==> config.mk <==
export PLATFORM = sky130hd
export DESIGN_NAME = bin_gray_counter_flat
export DESIGN_NICKNAME = d
export VERILOG_FILES = /design/src/rtl/bin_gray_counter_if.sv /design/src/rtl/bin_gray_counter.sv /design/src/flat_wrapper.sv
export SDC_FILE = /design/constraint.sdc
export NUM_CORES = 1
export LEC_CHECK = 0
export CAP_MARGIN = 20
export CORE_MARGIN = 2
export CORE_UTILIZATION = 25
export DETAILED_ROUTE_END_ITERATION = 8
export SETUP_SLACK_MARGIN = 0.5
export SLEW_MARGIN = 20
export SYNTH_ARGS = -nofsm -noshare
export SYNTH_HDL_FRONTEND = slang
export SYNTH_SLANG_ARGS = --single-unit
==> constraint.sdc <==
create_clock -name clk -period 2.3 [get_ports clk]
set_clock_uncertainty 0.15 [all_clocks]
set_input_delay 0.46 -clock clk [delete_from_list [all_inputs] [get_ports clk]]
set_output_delay 0.46 -clock clk [all_outputs]
set_load 0.05 [all_outputs]
==> src/rtl/bin_gray_counter_if.sv <==
// Counter control and status bundle for bin_gray_counter.
// master drives the controls and observes the count; slave is the counter itself.
interface bin_gray_counter_if #(
  parameter int WIDTH = 4
);
  logic             en;
  logic             up_dn;
  logic             load;
  logic [WIDTH-1:0] load_bin;
  logic [WIDTH-1:0] bin_out;
  logic [WIDTH-1:0] gray_out;
  logic             wrap;
  logic             at_max;
  logic             at_min;

  modport master (
    output en, up_dn, load, load_bin,
    input  bin_out, gray_out, wrap, at_max, at_min
  );

  modport slave (
    input  en, up_dn, load, load_bin,
    output bin_out, gray_out, wrap, at_max, at_min
  );
endinterface

==> src/rtl/bin_gray_counter.sv <==
// Up/down binary counter with a registered Gray-code view of the same count.
// The Gray code is encoded from the next binary value and captured on the same
// edge as the binary count, so bin_out and gray_out are always consistent.
module bin_gray_counter #(
  parameter int WIDTH     = 4,
  parameter int RESET_VAL = 0,
  parameter int WRAP_EN   = 1
) (
  input  logic             clk,
  input  logic             rst_n,
  bin_gray_counter_if.slave bus
);
  localparam logic [WIDTH-1:0] RST_BIN  = RESET_VAL[WIDTH-1:0];
  localparam logic [WIDTH-1:0] RST_GRAY = RST_BIN ^ (RST_BIN >> 1);
  localparam logic [WIDTH-1:0] ONE      = {{(WIDTH-1){1'b0}}, 1'b1};

  logic [WIDTH-1:0] bin_q, gray_q;
  logic             wrap_q, at_max_q, at_min_q;

  logic [WIDTH-1:0] nxt_bin, nxt_gray;
  logic             nxt_wrap;

  // Next count: load beats count beats hold; ends either wrap or saturate.
  always_comb begin
    nxt_bin  = bin_q;
    nxt_wrap = 1'b0;
    if (bus.load) begin
      nxt_bin = bus.load_bin;
    end else if (bus.en) begin
      if (bus.up_dn) begin
        if (&bin_q) begin
          if (WRAP_EN != 0) begin
            nxt_bin  = '0;
            nxt_wrap = 1'b1;
          end
        end else begin
          nxt_bin = bin_q + ONE;
        end
      end else begin
        if (~|bin_q) begin
          if (WRAP_EN != 0) begin
            nxt_bin  = '1;
            nxt_wrap = 1'b1;
          end
        end else begin
          nxt_bin = bin_q - ONE;
        end
      end
    end
  end

  // Gray encode the next value so it lands in the same flop stage as bin_q.
  genvar i;
  generate
    for (i = 0; i < WIDTH - 1; i++) begin : g_enc
      assign nxt_gray[i] = nxt_bin[i] ^ nxt_bin[i+1];
    end
  endgenerate
  assign nxt_gray[WIDTH-1] = nxt_bin[WIDTH-1];

  // Count, code, wrap pulse and end flags all register together.
  always_ff @(posedge clk) begin
    if (!rst_n) begin
      bin_q    <= RST_BIN;
      gray_q   <= RST_GRAY;
      wrap_q   <= 1'b0;
      at_max_q <= &RST_BIN;
      at_min_q <= ~|RST_BIN;
    end else begin
      bin_q    <= nxt_bin;
      gray_q   <= nxt_gray;
      wrap_q   <= nxt_wrap;
      at_max_q <= &nxt_bin;
      at_min_q <= ~|nxt_bin;
    end
  end

  assign bus.bin_out  = bin_q;
  assign bus.gray_out = gray_q;
  assign bus.wrap     = wrap_q;
  assign bus.at_max   = at_max_q;
  assign bus.at_min   = at_min_q;
endmodule
==> src/flat_wrapper.sv <==
// flat-port wrapper written by rule: the top's interface ports become plain ports
module bin_gray_counter_flat 
#(
  parameter int WIDTH     = 4,
  parameter int RESET_VAL = 0,
  parameter int WRAP_EN   = 1
)
  (clk, rst_n, bus_en, bus_up_dn, bus_load, bus_load_bin, bus_bin_out, bus_gray_out, bus_wrap, bus_at_max, bus_at_min);
  bin_gray_counter_if #(.WIDTH(WIDTH)) bus_i ();
  input  logic clk;
  input  logic rst_n;
  input wire logic [$bits(bus_i.en)-1:0] bus_en;
  input wire logic [$bits(bus_i.up_dn)-1:0] bus_up_dn;
  input wire logic [$bits(bus_i.load)-1:0] bus_load;
  input wire logic [$bits(bus_i.load_bin)-1:0] bus_load_bin;
  output wire logic [$bits(bus_i.bin_out)-1:0] bus_bin_out;
  output wire logic [$bits(bus_i.gray_out)-1:0] bus_gray_out;
  output wire logic [$bits(bus_i.wrap)-1:0] bus_wrap;
  output wire logic [$bits(bus_i.at_max)-1:0] bus_at_max;
  output wire logic [$bits(bus_i.at_min)-1:0] bus_at_min;
  assign bus_i.en = bus_en;
  assign bus_i.up_dn = bus_up_dn;
  assign bus_i.load = bus_load;
  assign bus_i.load_bin = bus_load_bin;
  assign bus_bin_out = bus_i.bin_out;
  assign bus_gray_out = bus_i.gray_out;
  assign bus_wrap = bus_i.wrap;
  assign bus_at_max = bus_i.at_max;
  assign bus_at_min = bus_i.at_min;
  bin_gray_counter #(.WIDTH(WIDTH), .RESET_VAL(RESET_VAL), .WRAP_EN(WRAP_EN)) u_core (.clk(clk), .rst_n(rst_n), .bus(bus_i));
endmodule
**Word level (Yosys, flattened, before mapping)**

Index checks and enable logic that the tools add are counted.

- Output and inout bits: 11
- Word-level logic and storage cells: 26
- Register bits: 11

- Reductions and logical operators: 6
- Add/subtract/negate cells: 2
- Multiplexer cells: 8
- Bitwise gates (word level): 5

Operator list:

| kind | count |
|---|---|
| $mux W4 | 5 |
| $reduce_and A4 Y1 | 2 |
| $reduce_or A4 Y1 | 2 |
| $add A4 B1 Y4 const B | 1 |
| $sub A4 B1 Y4 const B | 1 |
| $mux W1 | 3 |
| $reduce_or A3 Y1 | 1 |
| $xor A1 B1 Y1 | 3 |
| $not A1 Y1 | 2 |
| $logic_not A1 Y1 | 1 |

**Logic depth before layout (Yosys ltp)**

Gate-level depths: netlist (run 1).

- Depth in word-level cells: 7
- Depth in mapped cells: 8
- Gate-level depth less buffers: 8

**Least setup slack after synthesis (run 1)**

OpenSTA, ideal clock, no wires.

- Kind: register to register
- Start point: reg u_core.bin_q[0], in the netlist u_core.bus.bin_out[0]
- End point: reg u_core.gray_q[2], in the netlist u_core.bus.gray_out[2]
- Cell stages (with the launch flop): 8
- Setup slack: -0.089 ns
- Arrival: 2.124 ns
- Path buffers: 0
- Required time: 2.035 ns
- Clock period less this slack: 2.389 ns
- Cells stage by stage: dfxtp_1 inv_1 ha_1 or4b_4 o211ai_1 a221o_2 ha_1 and2_1

- Cells in the longest elaborated chain, start to end: 6
- Elaborated cells between the ends (all ways): 10

RTL lines:

| what | line | RTL |
|---|---|---|
| start, declared | bin_gray_counter.sv:17 | `logic [WIDTH-1:0] bin_q, gray_q;` |
| start signal, assigned | bin_gray_counter.sv:70 | `bin_q <= nxt_bin;` |
| $sub A4 B1 Y4 (tied with other cells) | bin_gray_counter.sv:46 | `nxt_bin = bin_q - ONE;` |
| $mux W4, on equally long branches | bin_gray_counter.sv:40, bin_gray_counter.sv:31 |  |
| $mux W4 (*) | bin_gray_counter.sv:30 | `if (bus.up_dn) begin` |
| $mux W4 (*) | bin_gray_counter.sv:29 | `end else if (bus.en) begin` |
| $mux W4 (*) | bin_gray_counter.sv:27 | `if (bus.load) begin` |
| $xor A1 B1 Y1 (*) | bin_gray_counter.sv:56 | `assign nxt_gray[i] = nxt_bin[i] ^ nxt_bin[i+1];` |
| named net u_core.nxt_gray[2] | bin_gray_counter.sv:20 | `logic [WIDTH-1:0] nxt_bin, nxt_gray;` |
| end signal, assigned | bin_gray_counter.sv:71 | `gray_q <= nxt_gray;` |
| end, declared | bin_gray_counter.sv:17 |  |

The timed path passes the listed nets; every way through them passes the cells marked *.
A chain may end at the register's enable or synchronous reset.

**Worst setup path after layout (run 1)**

- Start point: reg u_core.bin_q[0], in the netlist u_core.bus.bin_out[0]
- End point: reg u_core.gray_q[0], in the netlist u_core.bus.gray_out[0]

- Cells in the longest elaborated chain, start to end: 6
- Elaborated cells between the ends (all ways): 10

RTL lines:

| what | line |
|---|---|
| $sub A4 B1 Y4 (tied with other cells) | bin_gray_counter.sv:46 |
| $mux W4, on equally long branches | bin_gray_counter.sv:40, bin_gray_counter.sv:31 |
| $mux W4 | bin_gray_counter.sv:30 |
| $mux W4 (*) | bin_gray_counter.sv:29 |
| $mux W4 (*) | bin_gray_counter.sv:27 |
| $xor A1 B1 Y1 (*) | bin_gray_counter.sv:56 |
| named net u_core.nxt_gray[0] | bin_gray_counter.sv:20 |

Marks and branches as above.

==> results of run 1 <==
per-stage QoR:
stage          TNS (ns)  power [W]
2_1_floorplan         0  0.0003410
3_3_place_gp    -0.2675  0.0004247
6_report              0  0.0005513
5_1_grt               0  0.0005876
3_5_place_dp    -0.2799  0.0004247
4_1_cts               0  0.0005531
synth_stat cells (all sizes together):
master	instances
o41ai	1
o21ai	2
nor3b	1
xor2	1
o21ba	1
nand4	2
or4b	1
mux2i	1
and3	1
a221o	1
a211oi	1
mux2	1
o211ai	1
nor2	1
nor3	1
inv	5
nand2	4
a311oi	1
and2	7
ha	4
buf	3
a21oi	4
or4	1
o311ai	1
dfxtp	10
xnor2	2
layout make-up:
type | instances | area (sq um)
fill | 223 | 1207
tap | 28 | 35.03
clock buffer | 4 | 26.28
multi-input combinational | 41 | 366.6
sequential | 10 | 212.7
inverter | 5 | 23.77
timing repair buffer | 36 | 319.1
state kept, by name (all words and copies together), names as in the netlist:
register,count
u_core.bus.bin_out,3
u_core.bus.at_min,1
u_core.bus.at_max,1
u_core.bus.gray_out,4
u_core.bus.wrap,1
worst min-delay path by stage:
stage               slack, ns                             start                            to
floorplan                0.37                             rst_n  u_core.bus.at_min$_SDFF_PN1_
finish                   0.48  u_core.bus.bin_out[2]$_SDFF_PN0_    u_core.bus.wrap$_SDFF_PP0_
detailed placement       0.46  u_core.bus.bin_out[2]$_SDFF_PN0_    u_core.bus.wrap$_SDFF_PP0_
CTS                      0.47  u_core.bus.bin_out[2]$_SDFF_PN0_    u_core.bus.wrap$_SDFF_PP0_
global placement         0.47  u_core.bus.bin_out[2]$_SDFF_PN0_    u_core.bus.wrap$_SDFF_PP0_
global route             0.51                          bus_load    u_core.bus.wrap$_SDFF_PP0_
worst register-to-register path, cell delays in order, from the launching register on:
cell and delay [ns]:
sky130_fd_sc_hd__dfxtp_4 0.37, sky130_fd_sc_hd__inv_4 0.07, sky130_fd_sc_hd__ha_4 0.12, sky130_fd_sc_hd__or4b_4 0.47, sky130_fd_sc_hd__nand2_2 0.08, sky130_fd_sc_hd__a311oi_2 0.08, sky130_fd_sc_hd__a21oi_2 0.15, sky130_fd_sc_hd__ha_1 0.24
sky130_fd_sc_hd__and2_1 0.14
repair_timing:
action | 4_1_cts | 5_1_grt
resized for setup | 27 | 5
buffers inserted | 4 | 1
setup endpoints to repair | 19 | 8
pin swaps | 4 | 1
where the power goes:
part,switching (W),internal [W]
Sequential,0.0000140,0.000189
Clock,0.0000579,0.0000670
Combinational,0.000123,0.000101
Total,0.000195,0.000357
routing by layer:
layer,share of wire (%),up-vias
met5,0,-
met4,0.57,0
met3,6.8,2
met2,47,17
met1,46,256
li1,-,284
logic make-up (layout without fill, tap and decap cells):
group | after synthesis | in the layout | synth area share, %
AOI/OAI and AO/OA | 13 | 13 | 21.27
muxes | 2 | 2 | 3.728
xor gates and xnor gates | 3 | 3 | 4.606
and+or+nand+nor | 19 | 19 | 20.17
adders and majority gates | 4 | 4 | 8.772
buffers and inverters | 8 | 45 | 6.361
DFF | 10 | 10 | 35.09
==> impl_summary.txt, run 1 <==
----------------------------------------------------
[Worst setup path]
  Top Family by Delay on Critical Path ... simple AND/OR/NAND/NOR gates
  End of the critical path ... u_core.bus.gray_out[0]$_SDFF_PN0_
  Worst reg2reg path depth ... 8
  Number of buffers and inverters on the critical path ... 1
  Critical path start-end classification ... reg -> reg
  Peak per-stage delay on the critical path ... 0.47 ns
  Peak fanout along the critical path ... 5
  Start point of the critical path ... u_core.bus.bin_out[0]$_SDFF_PN0_
  Startpoint of the worst-slack reg-to-reg timing path ... u_core.bus.bin_out[0]$_SDFF_PN0_
  Required arrival time at the worst endpoint ... 2.31 ns
  Kind of capture point of the worst setup path ... flop
  R2R Path End ... u_core.bus.gray_out[0]$_SDFF_PN0_
  Slack of the worst reg-to-reg path ... 0.33 ns
  Slowest cell on the critical path ... sky130_fd_sc_hd__or4b_4
  Type of element launching the critical path ... flop
  Total number of cells along the worst setup path ... 8
  Worst-path cell chain ... inv_4 -> ha_4 -> or4b_4 -> nand2_2 -> a311oi_2 -> a21oi_2 -> ha_1 -> and2_1
  Arr. time, crit path ... 1.98 ns

[Route]
  Remaining design rule violation count ... 0
  Wire length after detailed routing ... 1.413 mm
  Number of DRC markers after the initial detailed-route iteration ... 6
  Via total after detailed routing ... 559
  Post-DR vias/cell ... 4.508
  First-pass iteration count of the detailed router ... 4
  Post-DRT Antenna Nets ... 0
  Routed len/inst ... 11.40 um

[Synthesis]
  Top post-synthesis cells by area ... sky130_fd_sc_hd__dfxtp_1 35%, sky130_fd_sc_hd__ha_1 8.8%, sky130_fd_sc_hd__and2_1 7.7%, sky130_fd_sc_hd__o311ai_4 4.6%, sky130_fd_sc_hd__inv_1 3.3%
  Syn. warnings ... 0
  Unique cell type count in the Yosys netlist ... 29
  Synthesis-stage register bit count ... 10
  Post-synthesis sequential area ratio ... 35.09%
  Share of the synthesized area in the top cell type ... 35.09%
  Library cell occupying the most area in the post-synthesis netlist ... sky130_fd_sc_hd__dfxtp_1
  Number of nets in the synthesized netlist ... 72
  Cells after synthesis ... 59
  Netlist Area Pre-Place ... 570.5 sq um
  Synth Area per Inst ... 9.670 sq um

[Final layout]
  Fraction of final layout cells with drive strength greater than 1 ... 44.79%
  Diodes inserted ... 0
  Final cell count without fillers ... 124
  Post-layout net count ... 110
  Final Util ... 44.89%
  Commonest cells after routing, fill and taps aside ... 14 x sky130_fd_sc_hd__buf_4, 8 x sky130_fd_sc_hd__dlygate4sd2_1, 7 x sky130_fd_sc_hd__and2_1, 6 x sky130_fd_sc_hd__dfxtp_1, 5 x sky130_fd_sc_hd__clkdlybuf4s50_1
  Most common cell after layout, fill and taps aside ... sky130_fd_sc_hd__buf_4
  Layout area overhead ... 72.37%
  Post-route cell area ... 983.4 sq um

[Floorplanning]
  Die span in x ... 51.77 um
  Number of placement rows ... 17
  Die ar. ... 0.002680 sq mm
  Initial core utilization ... 26.04%
  Standard cell core area ... 0.002191 sq mm
  Top Ports ... 20
  Die boundary height ... 51.77 um

[Clock tree]
  TritonCTS sink count ... 10
  Number of buffers inserted for hold repair after clock tree synthesis ... 0
  Inserted Clock Buffers ... 3
  Register clock-pin slew on the reported worst setup and hold paths ... 0.06 ns
  Buffer type at the clock tree root ... sky130_fd_sc_hd__clkbuf_4
  Longest Clk Path Bufs ... 2
  Clk Latency, worst-skew pair ... 0.26 ns
  CTS tree ... done
  Number of H-tree levels ... 1

[Global route]
  GRT met2 Usage ... 20.51%
  Met3 routing resource usage after global routing ... 5.747%
  Global routing usage summed across all routing layers ... 12.95%
  Number of antenna violations at the first check in global routing ... 0
  Global-route wire length before repair ... 2.539 mm
  Largest net degree at the start of global routing ... 11
  Most utilized layer in the global route result ... met2
  Vias in the first global route ... 572
  Overflow after GRT ... 0
  Grt met1 use ... 16.25%

[Placement]
  Final estimated routing congestion in global placement ... 0.8039
  Estimated wirelength of the detail-placed design ... 1.046 mm
  Number of I/O port buffers ... 19
  Cell total after placement ... 115
  Pre-CTS worst setup slack ... -0.09462 ns
  Placed Instance Area ... 904.6 sq um

[STA]
  Actual slew at the worst max-slew pin ... 0.4942 ns
  Hold Slack ... 0.4751 ns
  Max_slew headroom ... 67.19%
  Final setup viols ... 0
  RSZ-0062 raised after global routing ... yes
  Worst setup margin ... 0.3273 ns
  Post-layout min period ... 1.973 ns
  Total count of hold-check failures in the final report ... 0
  Slew Limit Fails ... 0
  Achievable Freq ... 0.5069 GHz
  Final worst-path cycle share ... 85.77%

[Power]
  Power density over the cells ... 560.5 mW/mm^2
  Leakage Power ... 0.4302 nW
  Worst vdd rail ir drop ... 422.6 uV

[Min path]
  Cells on Worst Hold Path ... 2
  Kind of path behind the tightest hold check ... reg -> reg

[Job]
  MaxCap Viol Count ... 0

[Run status]
  Run status ... finished, final reports clean

----------------------------------------------------
Power figures use the tool's default switching activity.
==> run 2, diff against run 1 <==
CORE_UTILIZATION = 41   (was 25)
PLACE_DENSITY = 0.74   (was not set)
SETUP_SLACK_MARGIN = 0.1   (was 0.5)
==> run 2 against run 1 <==
Net effect: non-clock buffer count shrank 9; register-to-register slack worse by 0.12 ns; via count decreased by 0.36%; global-route usage increased by 7.8 points; die area shrank 36%; count of clock-buffer cells in the layout is the same; combinational power shrank 9.0%; sequential cell count is the same; setup slack got worse by 0.12 ns; utilization is 22 points higher; largest cell class unchanged; highest routed layer unchanged.
==> impl_summary.txt, run 2 (synthesis gave the netlist of run 1 again) <==
----------------------------------------------------
[Run status]
  Run status ... finished, final reports clean

[Worst setup path]
  Slack of the worst reg-to-reg path ... 0.21 ns (-0.12 ns)
  End of the critical path ... bus_bin_out[0]
  Number of buffers and inverters on the critical path ... 1 (unchanged)
  R2R Path End ... u_core.bus.gray_out[0]$_SDFF_PN0_
  Start point of the critical path ... u_core.bus.bin_out[0]$_SDFF_PN0_
  Required arrival time at the worst endpoint ... 1.69 ns (-0.62 ns)
  Kind of capture point of the worst setup path ... primary output
  Total number of cells along the worst setup path ... 1 (-7)
  Startpoint of the worst-slack reg-to-reg timing path ... u_core.bus.bin_out[0]$_SDFF_PN0_
  Slowest cell on the critical path ... sky130_fd_sc_hd__clkdlybuf4s50_1
  Worst reg2reg path depth ... 8 (unchanged)
  Top Family by Delay on Critical Path ... buffers and inverters
  Worst-path cell chain ... clkdlybuf4s50_1
  Arr. time, crit path ... 1.48 ns (-0.50 ns)
  Critical path start-end classification ... reg -> out
  Type of element launching the critical path ... flop
  Peak per-stage delay on the critical path ... 0.82 ns (+0.35 ns)
  Peak fanout along the critical path ... 6 (+1)

[Clock tree]
  Clk Latency, worst-skew pair ... 0.27 ns (about the same)
  Register clock-pin slew on the reported worst setup and hold paths ... 0.06 ns (about the same)
  Number of buffers inserted for hold repair after clock tree synthesis ... 0 (unchanged)
  TritonCTS sink count ... 10 (unchanged)
  Number of H-tree levels ... 1 (unchanged)
  Inserted Clock Buffers ... 3 (unchanged)
  Buffer type at the clock tree root ... sky130_fd_sc_hd__clkbuf_4
  Longest Clk Path Bufs ... 2 (unchanged)
  CTS tree ... done

[Final layout]
  Post-layout net count ... 101 (-8.2%)
  Commonest cells after routing, fill and taps aside ... 16 x sky130_fd_sc_hd__clkdlybuf4s50_1, 8 x sky130_fd_sc_hd__buf_4, 7 x sky130_fd_sc_hd__and2_1, 7 x sky130_fd_sc_hd__dfxtp_1, 5 x sky130_fd_sc_hd__inv_1
  Most common cell after layout, fill and taps aside ... sky130_fd_sc_hd__clkdlybuf4s50_1
  Max reg flops ... 4 (unchanged)
  Fill count ... 120 (-46%)
  Final cell count without fillers ... 102 (-18%)
  Final Util ... 66.73% (+22 points)
  Fraction of final layout cells with drive strength greater than 1 ... 26.44% (-18 points)
  Layout area overhead ... 52.19%
  Diodes inserted ... 0 (unchanged)

[Global route]
  Number of antenna violations at the first check in global routing ... 0 (unchanged)
  Overflow after GRT ... 0 (unchanged)
  Global routing usage summed across all routing layers ... 20.75% (+7.8 points)
  Global-route wire length before repair ... 2.194 mm (-14%)
  Largest net degree at the start of global routing ... 11 (unchanged)
  Vias in the first global route ... 511 (-11%)

[Job]
  MaxCap Viol Count ... 0 (unchanged)

[Floorplanning]
  Die boundary height ... 41.31 um (-20%)
  Top Ports ... 20 (unchanged)
  Initial core utilization ... 43.85% (+18 points)
  Die span in x ... 41.31 um (-20%)
  Number of placement rows ... 13 (-4)
  Die ar. ... 0.001706 sq mm (-36%)
  Standard cell core area ... 0.001301 sq mm (-41%)

[Min path]
  Kind of path behind the tightest hold check ... reg -> reg

[Placement]
  Cell total after placement ... 98 (-15%)
  Estimated wirelength of the detail-placed design ... 1.044 mm (-0.24%)
  Number of I/O port buffers ... 19 (unchanged)
  Final estimated routing congestion in global placement ... 0.8358 (+4.0%)

[STA]
  Total count of hold-check failures in the final report ... 0 (unchanged)
  RSZ-0062 raised after global routing ... no
  Final setup viols ... 0 (unchanged)
  Actual slew at the worst max-slew pin ... 0.4950 ns (+0.0008142 ns)
  Achievable Freq ... 0.4777 GHz (-5.8%)
  Final worst-path cycle share ... 91.02% (+5.2 points)
  Max_slew headroom ... 66.90% (-0.29 points)
  Post-layout min period ... 2.093 ns (+0.1206 ns)
  Slew Limit Fails ... 0 (unchanged)

[Route]
  Post-DR vias/cell ... 5.461 (+21%)
  Post-DRT Antenna Nets ... 0 (unchanged)
  Via total after detailed routing ... 557 (-0.36%)
  Remaining design rule violation count ... 0 (unchanged)
  First-pass iteration count of the detailed router ... 4 (unchanged)
  Wire length after detailed routing ... 1.281 mm (-9.3%)
  Routed len/inst ... 12.56 um (+10%)
  Number of DRC markers after the initial detailed-route iteration ... 8 (+2)

[Power]
  Worst vdd rail ir drop ... 434.4 uV (+2.8%)
  Leakage Power ... 0.3731 nW (-13%)
  Power density over the cells ... 647.4 mW/mm^2 (+15%)

----------------------------------------------------
[run 2: cell types whose count changed in the layout (fill, tap and decap cells not counted), sizes merged]
| cell | before | now |
|---|---|---|
| clkbuf | 5 | 4 |
| buf | 17 | 8 |
| clkdlybuf4s15 | 5 | 0 |
| clkdlybuf4s50 | 5 | 16 |
| dlygate4sd2 | 8 | 2 |
| dlymetal6s2s | 0 | 1 |
[run 2: timing repair]
action | CTS | global route
pin swaps | 0 | 1
gates cloned | 0 | 0
setup buffers | 0 | 0
setup endpoints to repair | 2 | 2
resized for setup | 2 | 2
[run 2: where the power goes]
| group | total [W] | internal (W) | switching (W) |
|---|---|---|---|
| logic | 0.000203 | 0.0000881 | 0.000115 |
| clock network | 0.000156 | 0.0000961 | 0.0000595 |
| registers | 0.000203 | 0.000190 | 0.0000132 |
| total | 0.000562 | 0.000374 | 0.000188 |
[run 2: worst min path at each step]
stage,start,depth (start not counted),end
4_1_cts,u_core.bus.bin_out[2]$_SDFF_PN0_,2,u_core.bus.wrap$_SDFF_PP0_
6_report,u_core.bus.bin_out[2]$_SDFF_PN0_,2,u_core.bus.wrap$_SDFF_PP0_
5_1_grt,bus_up_dn,3,u_core.bus.wrap$_SDFF_PP0_
3_5_place_dp,u_core.bus.bin_out[2]$_SDFF_PN0_,2,u_core.bus.wrap$_SDFF_PP0_
2_1_floorplan,rst_n,1,u_core.bus.at_min$_SDFF_PN1_
3_3_place_gp,u_core.bus.bin_out[2]$_SDFF_PN0_,2,u_core.bus.wrap$_SDFF_PP0_
[run 2: final cells by class]
class	instances	area (sq um)	area share, %
Clock buffer	4	36.28	4.179
Inverter	5	18.77	2.161
Multi-Input combinational cell	41	340.3	39.19
Sequential cell	10	203.9	23.49
Tap cell	15	18.77	2.161
Timing Repair Buffer	27	250.2	28.82
[run 2: layer usage]
metal  vias up  track usage, %  share of wire [%]
li1        268               -                  -
met2        21           33.59                 48
met5         -               0                  0
met4         0           9.677                2.4
met1       263           23.95                 43
met3         5           7.979                6.1
[run 2: through the flow]
stage	hold slack (ns)	setup TNS (ns)	power (W)	instance area (sq um)	worst slack, ns
5_1_grt	0.4671	0	0.0005967	868.3	0.1301
2_1_floorplan	0.3657	0	0.0003350	574.3	0.1271
3_5_place_dp	0.3962	-0.3407	0.0004124	825.8	-0.1393
4_1_cts	0.3942	0	0.0005710	859.6	0.1427
3_3_place_gp	0.4043	-0.3066	0.0004078	825.8	-0.1271
6_report	0.4179	0	0.0005622	868.3	0.2066
